--- src/rtl/ro_bus_capture.sv ---
// Captures readout-line samples on single-bit gray timebase steps into a record FIFO.
// Optional macro RO_CAP_ZERO_SUPPRESS_EN drops records whose readout lines are both 0.
module ro_bus_capture #(
    parameter int unsigned GW    = 19,
    parameter int unsigned DEPTH = 8
) (
    input  logic                       clk_master,
    input  logic                       rstb,
    input  logic                       en,
    input  logic [GW-1:0]              gray,
    input  logic                       ro_eve,
    input  logic                       ro_pol_eve,
    output logic [6:0]                 rec_data,
    output logic                       rec_valid,
    input  logic                       rec_ready,
    output logic [$clog2(DEPTH):0]     fifo_level,
    output logic                       overflow,
    output logic                       gray_err
);

    localparam int unsigned AW = $clog2(DEPTH);
    localparam int unsigned LW = AW + 1;
    localparam int unsigned IW = 5;
    localparam int unsigned RW = 7;

    logic [GW-1:0] r_gray_q;
    logic [GW-1:0] w_diff;
    logic          w_one_hot;
    logic          w_multi;
    logic [IW-1:0] w_ch_idx;
    logic          w_keep;
    logic          w_push_req;
    logic          w_full;
    logic          w_pop;
    logic          w_push;
    logic          w_drop;
    logic [RW-1:0] w_rec;

    logic [AW-1:0] r_wr_ptr;
    logic [AW-1:0] r_rd_ptr;
    logic [LW-1:0] r_level;
    logic [RW-1:0] r_mem [DEPTH];
    logic          r_overflow;
    logic          r_gray_err;

    // Step classification: exactly one toggled bit is a slot event, more is an error.
    assign w_diff    = gray ^ r_gray_q;
    assign w_one_hot = (w_diff != '0) && ((w_diff & (w_diff - GW'(1))) == '0);
    assign w_multi   = (w_diff != '0) && !w_one_hot;

    always_comb begin
        w_ch_idx = '0;
        for (int unsigned i = 0; i < GW; i++) begin
            if (w_diff[i]) begin
                w_ch_idx = IW'(i);
            end
        end
    end

`ifdef RO_CAP_ZERO_SUPPRESS_EN
    assign w_keep = ro_eve | ro_pol_eve;
`else
    assign w_keep = 1'b1;
`endif

    assign w_rec      = {w_ch_idx, ro_pol_eve, ro_eve};
    assign w_push_req = w_one_hot && en && w_keep;
    assign w_full     = (r_level == LW'(DEPTH));
    assign w_pop      = (r_level != '0) && rec_ready;
    assign w_push     = w_push_req && (!w_full || w_pop);
    assign w_drop     = w_push_req && !w_push;

    // Control state: timebase copy, pointers, level and sticky flags.
    always_ff @(posedge clk_master) begin
        if (!rstb) begin
            r_gray_q   <= '0;
            r_wr_ptr   <= '0;
            r_rd_ptr   <= '0;
            r_level    <= '0;
            r_overflow <= 1'b0;
            r_gray_err <= 1'b0;
        end else begin
            r_gray_q <= gray;
            if (w_push) begin
                r_wr_ptr <= r_wr_ptr + AW'(1);
            end
            if (w_pop) begin
                r_rd_ptr <= r_rd_ptr + AW'(1);
            end
            case ({w_push, w_pop})
                2'b10:   r_level <= r_level + LW'(1);
                2'b01:   r_level <= r_level - LW'(1);
                default: r_level <= r_level;
            endcase
            if (w_drop) begin
                r_overflow <= 1'b1;
            end
            if (w_multi) begin
                r_gray_err <= 1'b1;
            end
        end
    end

    // Record storage needs no reset; the head is masked while empty.
    always_ff @(posedge clk_master) begin
        if (rstb && w_push) begin
            r_mem[r_wr_ptr] <= w_rec;
        end
    end

    assign rec_valid  = (r_level != '0);
    assign rec_data   = rec_valid ? r_mem[r_rd_ptr] : '0;
    assign fifo_level = r_level;
    assign overflow   = r_overflow;
    assign gray_err   = r_gray_err;

endmodule

--- config.mk ---
export PLATFORM = sky130hd
export DESIGN_NAME = ro_bus_capture
export DESIGN_NICKNAME = d
export VERILOG_FILES = /design/src/rtl/ro_bus_capture.sv
export SDC_FILE = /design/constraint.sdc
export NUM_CORES = 1
export LEC_CHECK = 0
export BUFFER_PORTS_ARGS = -buffer_cell sky130_fd_sc_hd__buf_2
export CELL_PAD_IN_SITES_DETAIL_PLACEMENT = 1
export CELL_PAD_IN_SITES_GLOBAL_PLACEMENT = 1
export CORE_AREA = 2 2 133 96
export DETAILED_ROUTE_END_ITERATION = 7
export DIE_AREA = 0 0 135 98
export PLACE_DENSITY = 0.57
export SLEW_MARGIN = 20
export SYNTH_ARGS = -nofsm -noshare
export SYNTH_HDL_FRONTEND = slang
export SYNTH_SLANG_ARGS = --single-unit
--- constraint.sdc ---
create_clock -name clk_master -period 3.3 [get_ports clk_master]
set_input_delay 0.33 -clock clk_master [delete_from_list [all_inputs] [get_ports clk_master]]
set_output_delay 0.33 -clock clk_master [all_outputs]
set_load 0.005 [all_outputs]
Word level (Yosys, flattened, before mapping)
Memory sizes are Yosys's and may differ from the RTL's. A register that Yosys moved wholly into a read port is not among the register bits.
Index checks and enable logic that the tools add are counted.

word-level totals
  bits in registers = 31
  bits in writable memories = 56
  bits of input ports = 25
  memories = 1

operators by class
  add/sub/neg operators = 5
  equality and inequality tests = 3
  multiplexer cells = 24
  bitwise operators = 2
  reductions and logical operators = 15

memories
  name   words  bits a word  rd ports  clocked after memory_dff  wr ports  line  text
  r_mem  8      7            1         1                         1         42    logic [RW-1:0] r_mem [DEPTH];

operator list
  kind                                                number
  2-to-1 mux 5 bit                                    16
  AND 19 bit                                          1
  zero test 19 bit                                    1
  nonzero test 19 bit                                 1
  subtractor 19 x 1 -> 19 bit, second input constant  1
  XOR 19 bit                                          1
  one-hot mux 4 bit (2 select lines)                  1
  logical AND 1 bit                                   7
  2-to-1 mux 7 bit                                    1
  adder 3 x 1 -> 3 bit, second input constant         2
  2-to-1 mux 3 bit                                    2
  adder 4 x 1 -> 4 bit, second input constant         1
  == test 4 bit, second input constant                1
  nonzero test 4 bit                                  1
  subtractor 4 x 1 -> 4 bit, second input constant    1
  zero test 1 bit                                     3
  2-to-1 mux 1 bit                                    3
  == test 2 x 1 -> 1 bit, second input constant       1
  == test 2 bit, second input constant                1
  2-to-1 mux 2 bit                                    1
  nonzero test 2 bit                                  1
  logical OR 1 bit                                    1

Depth between registers and ports, before layout
Gate-level depths: netlist (run 1).

  depth in word-level cells = 19
  depth in mapped cells = 13
  depth with buffers taken out = 13

Worst setup path before layout (run 1)
OpenSTA, ideal clock, no wires.

  path kind = input to register
  from = input gray[4]
  to = register r_level[3], in the netlist fifo_level[3]
  arrival = 3.259 ns
  slack = -0.031 ns
  stages = 13
  cell sequence = xor2_1 > nor4_4 > nand4_4 > a2111oi_2 > o2111a_2 > and2_4 > nand2b_4 > inv_4 > ha_1 > a21o_1 > a21oi_1 > mux2i_4 > mux2i_1

on the way
  longest elaborated chain between the ends = 9

RTL lines
  item                                                                      line  text
  from (decl)                                                               10    input logic [GW-1:0] gray,
  XOR 19 bit *                                                              47    assign w_diff = gray ^ r_gray_q;
  subtractor 19 x 1 -> 19 bit                                               48    assign w_one_hot = (w_diff != '0) && ((w_diff & (w_diff - GW'(1))) == '0);
  AND 19 bit                                                                48
  zero test 19 bit                                                          48
  logical AND 1 bit *                                                       48
  logical AND 1 bit *                                                       67    assign w_push_req = w_one_hot && en && w_keep;
  logical AND 1 bit *                                                       70    assign w_push = w_push_req && (!w_full || w_pop);
  == test 2 x 1 -> 1 bit or == test 2 bit (tied branches)                   90    case ({w_push, w_pop})
  one-hot mux 4 bit (2 select lines) or nonzero test 2 bit (tied branches)  n/a
  to (signal assigned)                                                      91    2'b10: r_level <= r_level + LW'(1);
  to (signal assigned)                                                      92    2'b01: r_level <= r_level - LW'(1);
  to (signal assigned)                                                      93    default: r_level <= r_level;
  to (decl)                                                                 41    logic [LW-1:0] r_level;

Every way passes the cells marked *; elsewhere a longest branch is shown, timed or not.
A chain may end at the register's enable or synchronous reset.

Final worst setup path (run 1)
  from = register r_gray_q[3]
  to = register r_level[3], in the netlist fifo_level[3]

on the way
  longest elaborated chain between the ends = 9

RTL lines
  item                                                                      line  text
  from (decl)                                                               26    logic [GW-1:0] r_gray_q;
  from (signal assigned)                                                    83    r_gray_q <= gray;
  XOR 19 bit *                                                              47
  subtractor 19 x 1 -> 19 bit                                               48
  AND 19 bit                                                                48
  zero test 19 bit                                                          48
  logical AND 1 bit *                                                       48
  logical AND 1 bit *                                                       67
  logical AND 1 bit *                                                       70
  == test 2 x 1 -> 1 bit or == test 2 bit (tied branches)                   90
  one-hot mux 4 bit (2 select lines) or nonzero test 2 bit (tied branches)  n/a

Marks and branches as above.

==> results of run 1 <==
[worst reg2reg max path: stages (launching register included)]
cell,delay [ns]
dfxtp_1,0.31
xor2_1,0.19
nor4_4,0.28
buf_4,0.18
nand4_4,0.12
a2111oi_4,0.36
o2111a_2,0.26
and2_4,0.14
nand2b_4,0.13
inv_4,0.04
ha_1,0.26
a21o_1,0.17
a21oi_2,0.19
mux2i_4,0.25
mux2i_1,0.20
[layer usage]
metal,part of all wire,routed length (um),vias to the layer above
met5,0,0,-
met4,0.011,104,0
met3,0.042,384,10
met2,0.47,4280,50
met1,0.47,4276,1272
li1,-,-,1247
[state kept, by name, summed over array words and instances (netlist names), named ones only]
register	cells
fifo_level	4
overflow	1
gray_err	1
r_mem	56
r_rd_ptr	3
r_wr_ptr	3
r_gray_q	19
[cell usage in the layout, fill, tap and decap left out, types with 2 or more instances in the layout]
cell type,synthesis,final
mux2i_1,9,9
nor3_2,2,2
edfxtp_1,56,56
xor2_1,16,15
inv_6,0,3
ha_1,4,4
nand2b_1,6,6
o21ai_0,6,5
nor2_1,28,28
nand3b_1,2,2
buf_4,0,35
a41oi_1,5,5
inv_1,5,5
and2_1,19,19
buf_2,0,38
a21oi_1,8,7
dfxtp_1,34,33
nand4_1,2,2
o21bai_1,3,3
nand3_1,8,8
nand2_1,12,12
clkbuf_16,0,9
nor3_1,4,4
o21ai_1,1,2
mux4_2,14,14
xnor2_1,13,13
nor4_2,1,2
[report_power, final]
part           switching [mW]  internal, mW  leakage, nW  total, mW
logic                   0.313         0.295        0.902      0.608
clock network           0.479         0.609        0.156       1.09
registers              0.0367          1.23        0.810       1.27
total                   0.829          2.14         1.87       2.97
[repair_timing]
| item | in CTS | in global routing |
|---|---|---|
| resized for setup | 0 | 6 |
| setup endpoints to repair | 0 | 1 |
| setup buffers | 0 | 4 |
| endpoints found under the hold margin | 0 | 0 |
| hold buffers | 0 | 0 |
[final timing paths]
check	endpoint	slack, ns	depth (start not counted)
min reg2reg	r_rd_ptr[1]$_SDFFE_PN0P_	0.49	2
min	r_gray_q[3]$_SDFF_PN0_	0.21	2
max reg2reg	fifo_level[3]$_SDFFE_PN0P_	0.17	14
max	fifo_level[3]$_SDFFE_PN0P_	0.17	14
[final cells by class]
cell class                      count  share of cell area
Sequential cell                    90              0.4739
Multi-Input combinational cell    191              0.3236
Timing Repair Buffer               74             0.09308
Clock buffer                        9             0.04516
Tap cell                          162             0.04064
Clock inverter                      7             0.01856
Inverter                            6            0.005018
[kinds of logic (layout without fill, tap and decap cells)]
group | count (synthesis) | in the layout
flops | 90 | 90
mux | 24 | 24
fa+ha+maj | 5 | 5
compound gates | 36 | 36
xor+xnor | 29 | 29
buf+inv | 13 | 96
simple gates | 97 | 97
[metrics by stage]
step                hold slack, ns  TNS [ns]    util
floorplan                   0.4289         0       -
global placement            0.4733         0  0.3815
detailed placement          0.4813  -0.08191  0.3815
CTS                         0.2042         0  0.4078
global route                0.2145         0  0.4128
finish                      0.2136         0  0.4128
==> results.yml, run 1 <==
yosys:
  synthXorXnorAreaFrac: 0.06362
  synth_top_family_by_area: "simple AND/OR/NAND/NOR gates"
  yosys.area_share.simple: 0.1442
  yosysTopAreaCell: "edfxtp_1"
  synth_seq_cells: 90
  syn_inst: 294
  muxShareOfSynthArea: 0.1072
  synthAdderAreaFrac: 0.01755
  synthArstFlopShare: 0
  synth_most_common_cell: "edfxtp_1"
  netlist_top_cells_count: "edfxtp_1, dfxtp_1, nor2_1"
  synth_top_area_frac: 0.4212
  syn_area_per_cell_um2: 13.58
  ys_seq_area_frac: 0.5917
  synth_compound_area_frac: 0.06299
  synth_edf_count: 56
  yosysUniqueCellTypes: 53
  synth_nets: 324
  synth_ff_type: "edfxtp_1"
  netlist_area_um2: 3993
  yosys_warnings: 0
  synth_area_leaders: "edfxtp_1, dfxtp_1, mux4_2"
worst_setup_path:
  required_ns: 3.57
  path_max_fanout: 5
  start_kind: "register"
  path_cells: "xor2_1 > nor4_4 > buf_4 > nand4_4 > a2111oi_4 > o2111a_2 > and2_4 > nand2b_4 > inv_4 > ha_1 > a21o_1 > a21oi_2 > mux2i_4 > mux2i_1"
  cp_top_family: "compound AO/OA/AOI/OAI gates"
  critPathBufInv: 2
  setup.worst_path.class: "reg -> reg"
  rr_startpoint: "r_gray_q[3]$_SDFF_PN0_"
  end_kind: "register"
  cpPeakStageDelay_ns: 0.36
  cp_slowest_cell: "a2111oi_4"
  worstPathArrival_ns: 3.41
  cp-startpoint: "r_gray_q[3]$_SDFF_PN0_"
global_route:
  grt_max_degree: 24
  use_met3: 0.03842
  grt.met2_usage: 0.2405
  grt_pass1_vias: 2772
  grt_use_total: 0.1474
  grt_util_met1: 0.1950
  grt.busiest_layer: "met2"
  grt_pass1_wl_mm: 14.81
  gr-total-overflow: 0
  antenna_found_initial: 0
placed_design:
  dp_slack_ns: -0.08191
  place_inst: 519
  placed_cell_area_um2: 4609
  port_buffers: 38
  place_congestion: 0.8108
  place_hpwl_mm: 6.448
finish:
  design_area_um2: 4987
  fill_cells: 1316
  final_layout_size_suffix_gt1_frac: 0.3316
  diodes: 0
  syn_to_final_growth_pct: 24.91
  layout.nets: 402
  stdcell_count: 539
  multiInputGateArea_um2: 1614
  seq_area_um2: 2364
timing:
  maxSlewHeadroom: 0.3914
  finalHoldViolations: 0
  fin_crit_ns: 3.134
  setup_ws_ns: 0.1656
  setup_viol: 0
  worst_pin_slew_ns: 0.9034
  max_freq_mhz: 319.0
  fin_skew_ns: 0.01077
  fin_crit_sh: 0.9498
  rsz0062_at_grt: "no"
  finalMaxSlewViolations: 0
drt:
  first_iter_violations: 178
  vias: 2579
  routed_wl_mm: 9.045
  wl_per_cell_um: 16.78
  ant_nets: 0
  viasPerCell: 4.785
  firstDrtPassIters: 5
  drc: 0
cts:
  cts_max_level: 3
  worst_skew_pair.late_latency_ns: 0.35
  clkSinkCount: 90
  numCtsBuffers: 9
  clk_pin_slew_worst_paths_ns: 0.07
  clk_path_buf_depth: 2
  root_buffer: "clkbuf_16"
  cts_tree: "done"
worst_hold_path:
  hp-start: "gray[3]"
  hold_path_class: "in -> reg"
power_and_ir_drop:
  totalPowerFinal_mw: 2.967
  power_density_nw_per_um2: 594.8
  cellLeakagePower_nw: 1.868
  vdd_ir_drop_max_uv: 269.0
die:
  core_area_um2: 12080
  fp-row-count: 34
  io_pins: 39
  start_util: 0.3305
  die_area_um2: 13230
  fp.dieW_um: 135
  die_h_um: 98
flow_run:
  cap_viol_max_count: 0
outcome:
  outcome: "finished clean"
No activity file was read; power rests on OpenSTA's default activity.
==> inputs of run 2 (changes only) <==
--- a/config.mk
+++ b/config.mk
@@ -11,7 +11,7 @@
 export CORE_AREA = 2 2 133 96
 export DETAILED_ROUTE_END_ITERATION = 7
 export DIE_AREA = 0 0 135 98
-export PLACE_DENSITY = 0.57
+export PLACE_DENSITY = 0.55
 export SLEW_MARGIN = 20
 export SYNTH_ARGS = -nofsm -noshare
 export SYNTH_HDL_FRONTEND = slang
==> constraint.sdc (replaced) <==
create_clock -name clk_master -period 3.46 [get_ports clk_master]
set_input_delay 0.346 -clock clk_master [delete_from_list [all_inputs] [get_ports clk_master]]
set_output_delay 0.346 -clock clk_master [all_outputs]
set_load 0.005 [all_outputs]
==> run 2 against run 1 <==
- first-iteration DRC count is 15% lower
- largest power group unchanged
- register-to-register slack better by 0.08 ns
- critical path depth unchanged
- routed wire length decreased by 4.6%
- highest routed layer unchanged
- largest cell class unchanged
- cell area fell by 2.1%
- sequential share of layout area is 1.0 points higher
- sequential power about the same
- via count shrank 3.0%
- non-clock buffer count shrank 8
- die area stayed put
==> results.yml, run 2 (synthesis gave the netlist of run 1 again) <==
finish:
  syn_to_final_growth_pct: 22.25
  diodes: 0
  final_cell_mix: "edfxtp_1, buf_2, dfxtp_1, nor2_1, buf_4"
  layout.nets: 394
  fin_util: 0.4040
  largest_reg_flops: 56
  seq_area_um2: 2362
  fill_cells: 1316
  final_layout_size_suffix_gt1_frac: 0.3062
  design_area_um2: 4881
  stdcell_count: 531
  largest_register: "r_mem"
  multiInputGateArea_um2: 1583
  final_common_cell: "edfxtp_1"
cts:
  worst_skew_pair.late_latency_ns: 0.34
  root_buffer: "clkbuf_16"
  cts_max_level: 3
  numCtsBuffers: 9
  cts_tree: "done"
  clk_pin_slew_worst_paths_ns: 0.07
  clkSinkCount: 90
  clk_path_buf_depth: 2
placed_design:
  placed_cell_area_um2: 4569
  place_congestion: 0.7825
  dp_slack_ns: -0.02157
  place_inst: 515
  port_buffers: 38
  place_hpwl_mm: 6.298
worst_setup_path:
  required_ns: 3.73
  cp_top_family: "compound AO/OA/AOI/OAI gates"
  cp_slowest_cell: "a2111oi_2"
  path_cells: "xor2_1 > nor4_4 > buf_4 > a41oi_1 > a2111oi_2 > o2111a_2 > and2_4 > nand2b_4 > inv_4 > ha_1 > a21o_1 > a21oi_2 > mux2i_4 > mux2i_1"
  path_max_fanout: 6
  start_kind: "register"
  critPathBufInv: 2
  end_kind: "register"
  cp-startpoint: "r_gray_q[4]$_SDFF_PN0_"
  setup.worst_path.class: "reg -> reg"
  cpPeakStageDelay_ns: 0.37
  rr_startpoint: "r_gray_q[4]$_SDFF_PN0_"
  worstPathArrival_ns: 3.48
global_route:
  gr-total-overflow: 0
  grt_pass1_wl_mm: 14.18
  antenna_found_initial: 0
  grt_use_total: 0.1415
  grt_max_degree: 24
  grt_pass1_vias: 2635
timing:
  fin_crit_ns: 3.215
  setup_viol: 0
  fin_skew_ns: 0.007536
  setup_ws_ns: 0.2447
  worst_pin_slew_ns: 0.9200
  holdWs_ns: 0.2311
  maxSlewHeadroom: 0.3802
  finalMaxSlewViolations: 0
  finalHoldViolations: 0
  rsz0062_at_grt: "no"
  max_freq_mhz: 311.0
  tns_ns: 0
  fin_crit_sh: 0.9293
die:
  io_pins: 39
  die_area_um2: 13230
  core_area_um2: 12080
  fp.dieW_um: 135
  die_h_um: 98
  start_util: 0.3305
  fp-row-count: 34
flow_run:
  cap_viol_max_count: 0
drt:
  wl_per_cell_um: 16.24
  first_iter_violations: 151
  viasPerCell: 4.710
  ant_nets: 0
  vias: 2501
  firstDrtPassIters: 4
  drc: 0
  routed_wl_mm: 8.625
worst_hold_path:
  hp-start: "gray[3]"
  hold_path_class: "in -> reg"
power_and_ir_drop:
  cellLeakagePower_nw: 1.825
  vdd_ir_drop_max_uv: 231.5
  power_density_nw_per_um2: 568.8
  totalPowerFinal_mw: 2.776
outcome:
  outcome: "finished clean"
-- run 2: timing repair --
| action | 4_1_cts | 5_1_grt |
|---|---|---|
| endpoints found under the setup margin | 0 | 1 |
| hold buffers | 0 | 0 |
| gates resized for setup | 0 | 2 |
| setup buffers | 0 | 0 |
| endpoints found under the hold margin | 0 | 0 |
-- run 2: layer usage --
metal / wire (um) / global-route usage / vias to the layer above
met5: 0 / 0 / -
met4: 108 / 0.04327 / 0
li1: - / - / 1233
met3: 287 / 0.03427 / 7
met1: 4513 / 0.2057 / 1227
met2: 3715 / 0.2097 / 34
-- run 2: path summary, 6_finish.rpt --
kind | endpoint | slack (ns) | cells after the start
worst max-delay path | fifo_level[3]$_SDFFE_PN0P_ | 0.24 | 14
worst min-delay path | r_gray_q[3]$_SDFF_PN0_ | 0.23 | 2
worst max register to register | fifo_level[3]$_SDFFE_PN0P_ | 0.24 | 14
worst min register to register | overflow$_SDFFE_PN0P_ | 0.49 | 2
-- run 2: worst register-to-register path: stages, from the launching register on --
cell,delay (ns)
dfxtp_1,0.31
xor2_1,0.20
nor4_4,0.28
buf_4,0.19
a41oi_1,0.15
a2111oi_2,0.37
o2111a_2,0.27
and2_4,0.14
nand2b_4,0.13
inv_4,0.04
ha_1,0.26
a21o_1,0.19
a21oi_2,0.20
mux2i_4,0.25
mux2i_1,0.18
-- run 2: cell type report --
class,instances,share of cell area
tap,162,0.04153
clock inverter,3,0.009228
sequential,90,0.4840
multi-input combinational,191,0.3243
inverter,6,0.005127
timing repair buffer,66,0.08203
clock buffer,13,0.05383
-- run 2: power breakdown --
part | internal [mW] | leakage, nW | switching (mW) | total [mW]
registers | 1.18 | 0.810 | 0.0616 | 1.24
clock network | 0.608 | 0.157 | 0.397 | 1.01
logic | 0.266 | 0.858 | 0.264 | 0.531
total | 2.05 | 1.82 | 0.723 | 2.78
==> inputs of run 3 (changes only) <==
==> constraint.sdc (replaced) <==
create_clock -name clk_master -period 3.9 [get_ports clk_master]
set_input_delay 0.39 -clock clk_master [delete_from_list [all_inputs] [get_ports clk_master]]
set_output_delay 0.39 -clock clk_master [all_outputs]
set_load 0.02 [all_outputs]
==> run 3 against run 2 <==
- combinational power about the same
- cell area fell by 2.7%
- cell count down 3.0%
- clock-buffer cell count fell by 4
- flip-flop and latch count stayed put
- sequential power is 14% lower
- clock power is 13% lower
- power down 11%
- first-iteration DRC count is 16% higher
- critical path type unchanged
- critical endpoint unchanged
- highest routed layer unchanged
==> results.yml, run 3 (synthesis gave the netlist of run 1 again) <==
outcome:
  outcome: "finished clean"
cts:
  cts_max_level: 3
  root_buffer: "clkbuf_16"
  clkSinkCount: 90
  numCtsBuffers: 9
  clk_path_buf_depth: 2
  cts_tree: "done"
  cts_repair_resize_count: 0
  postCtsHoldBufs: 0
  worst_skew_pair.late_latency_ns: 0.34
  post-cts-setup-buffers: 0
  clk_pin_slew_worst_paths_ns: 0.07
finish:
  final_layout_size_suffix_gt1_frac: 0.2720
  diodes: 0
  syn_to_final_growth_pct: 18.96
  final_cell_mix: "edfxtp_1, buf_2, dfxtp_1, nor2_1, and2_1"
  layout.nets: 378
  fill_cells: 1297
  final_common_cell: "edfxtp_1"
  stdcell_count: 515
  largest_register: "r_mem"
  fin_util: 0.3931
  largest_reg_flops: 56
timing:
  holdWs_ns: 0.2732
  fin_crit_sh: 0.9112
  tns_ns: 0
  maxSlewHeadroom: 0.4007
  max_freq_mhz: 281.4
  setup_viol: 0
  fin_crit_ns: 3.553
  rsz0062_at_grt: "no"
  worst_pin_slew_ns: 0.8895
  fin_skew_ns: 0.008276
  finalHoldViolations: 0
  finalMaxSlewViolations: 0
worst_hold_path:
  hp-start: "gray[7]"
  hold_path_class: "in -> reg"
placed_design:
  port_buffers: 38
  place_congestion: 0.7502
  place_hpwl_mm: 6.164
  place_inst: 499
worst_setup_path:
  cp-startpoint: "r_gray_q[8]$_SDFF_PN0_"
  setup.worst_path.class: "reg -> reg"
  rr_startpoint: "r_gray_q[8]$_SDFF_PN0_"
  worstPathArrival_ns: 3.82
  path_max_fanout: 9
  required_ns: 4.17
  end_kind: "register"
  start_kind: "register"
drt:
  viasPerCell: 4.841
  drc: 0
  firstDrtPassIters: 4
  ant_nets: 0
  routed_wl_mm: 8.821
  first_iter_violations: 175
  vias: 2493
  wl_per_cell_um: 17.13
power_and_ir_drop:
  power_density_nw_per_um2: 522.4
  vdd_ir_drop_max_uv: 196.4
  cellLeakagePower_nw: 1.737
die:
  core_area_um2: 12080
  die_h_um: 98
  start_util: 0.3305
  die_area_um2: 13230
  io_pins: 39
  fp.dieW_um: 135
  fp-row-count: 34
global_route:
  grt_use_total: 0.1455
  grt_pass1_wl_mm: 14.47
  grt_max_degree: 24
  grt_pass1_vias: 2652
  antenna_found_initial: 0
  gr-total-overflow: 0
flow_run:
  cap_viol_max_count: 0
[run 3: changes by cell type in the layout (fill, tap and decap cells not counted), moves of 2 or more]
cell	previous run	this run
buf_4	28	12
clkbuf_2	2	0
clkbuf_8	2	0
clkinv_2	0	2
clkinv_4	0	2
[run 3: power breakdown]
part / switching (mW) / total (mW) / internal, mW
registers: 0.0285 / 1.07 / 1.05
logic: 0.312 / 0.528 / 0.216
clock network: 0.378 / 0.880 / 0.501
[run 3: per-layer routing]
metal | track usage | up-vias | part of all wire | routed length, um
li1 | - | 1200 | - | -
met1 | 0.2087 | 1250 | 0.51 | 4477
met2 | 0.2148 | 34 | 0.45 | 3942
met3 | 0.03998 | 9 | 0.033 | 287
met4 | 0.04567 | 0 | 0.013 | 112
met5 | 0 | - | 0 | 0
[run 3: final timing paths]
check | slack, ns | cells past startpoint | to
worst min register to register | 0.50 | 2 | gray_err$_SDFFE_PN0P_
worst min-delay path | 0.27 | 2 | r_gray_q[7]$_SDFF_PN0_
worst max-delay path | 0.35 | 13 | fifo_level[3]$_SDFFE_PN0P_
worst max register to register | 0.35 | 13 | fifo_level[3]$_SDFFE_PN0P_
[run 3: critical path: stages (launching register included)]
cell and delay, ns:
dfxtp_1 0.33, xor2_1 0.19, nor4_2 0.51, nand4_4 0.20, a2111oi_2 0.39, o2111a_2 0.32, and2_4 0.17, nand2b_4 0.14
inv_4 0.06, ha_1 0.27, a21o_1 0.17, a21oi_1 0.26, mux2i_4 0.28, mux2i_1 0.20
[run 3: final cells by class]
cell class	instances	area [um2]	area share
Sequential cell	90	2362	0.4974
Tap cell	162	202.7	0.04268
Timing Repair Buffer	50	280.3	0.05901
Inverter	6	25.02	0.005269
Clock inverter	7	75.07	0.01581
Multi-Input combinational cell	191	1579	0.3325
Clock buffer	9	225.2	0.04742
[run 3: metrics by stage]
stage,setup WS (ns),cell area (um2),power [mW]
after floorplan,0.5090,3993,1.458
after CTS,0.3491,4750,2.519
final,0.3465,4750,2.481
after detailed placement,0.1718,4449,1.625
after global placement,0.2334,4449,1.622
after global routing,0.02440,4750,2.617
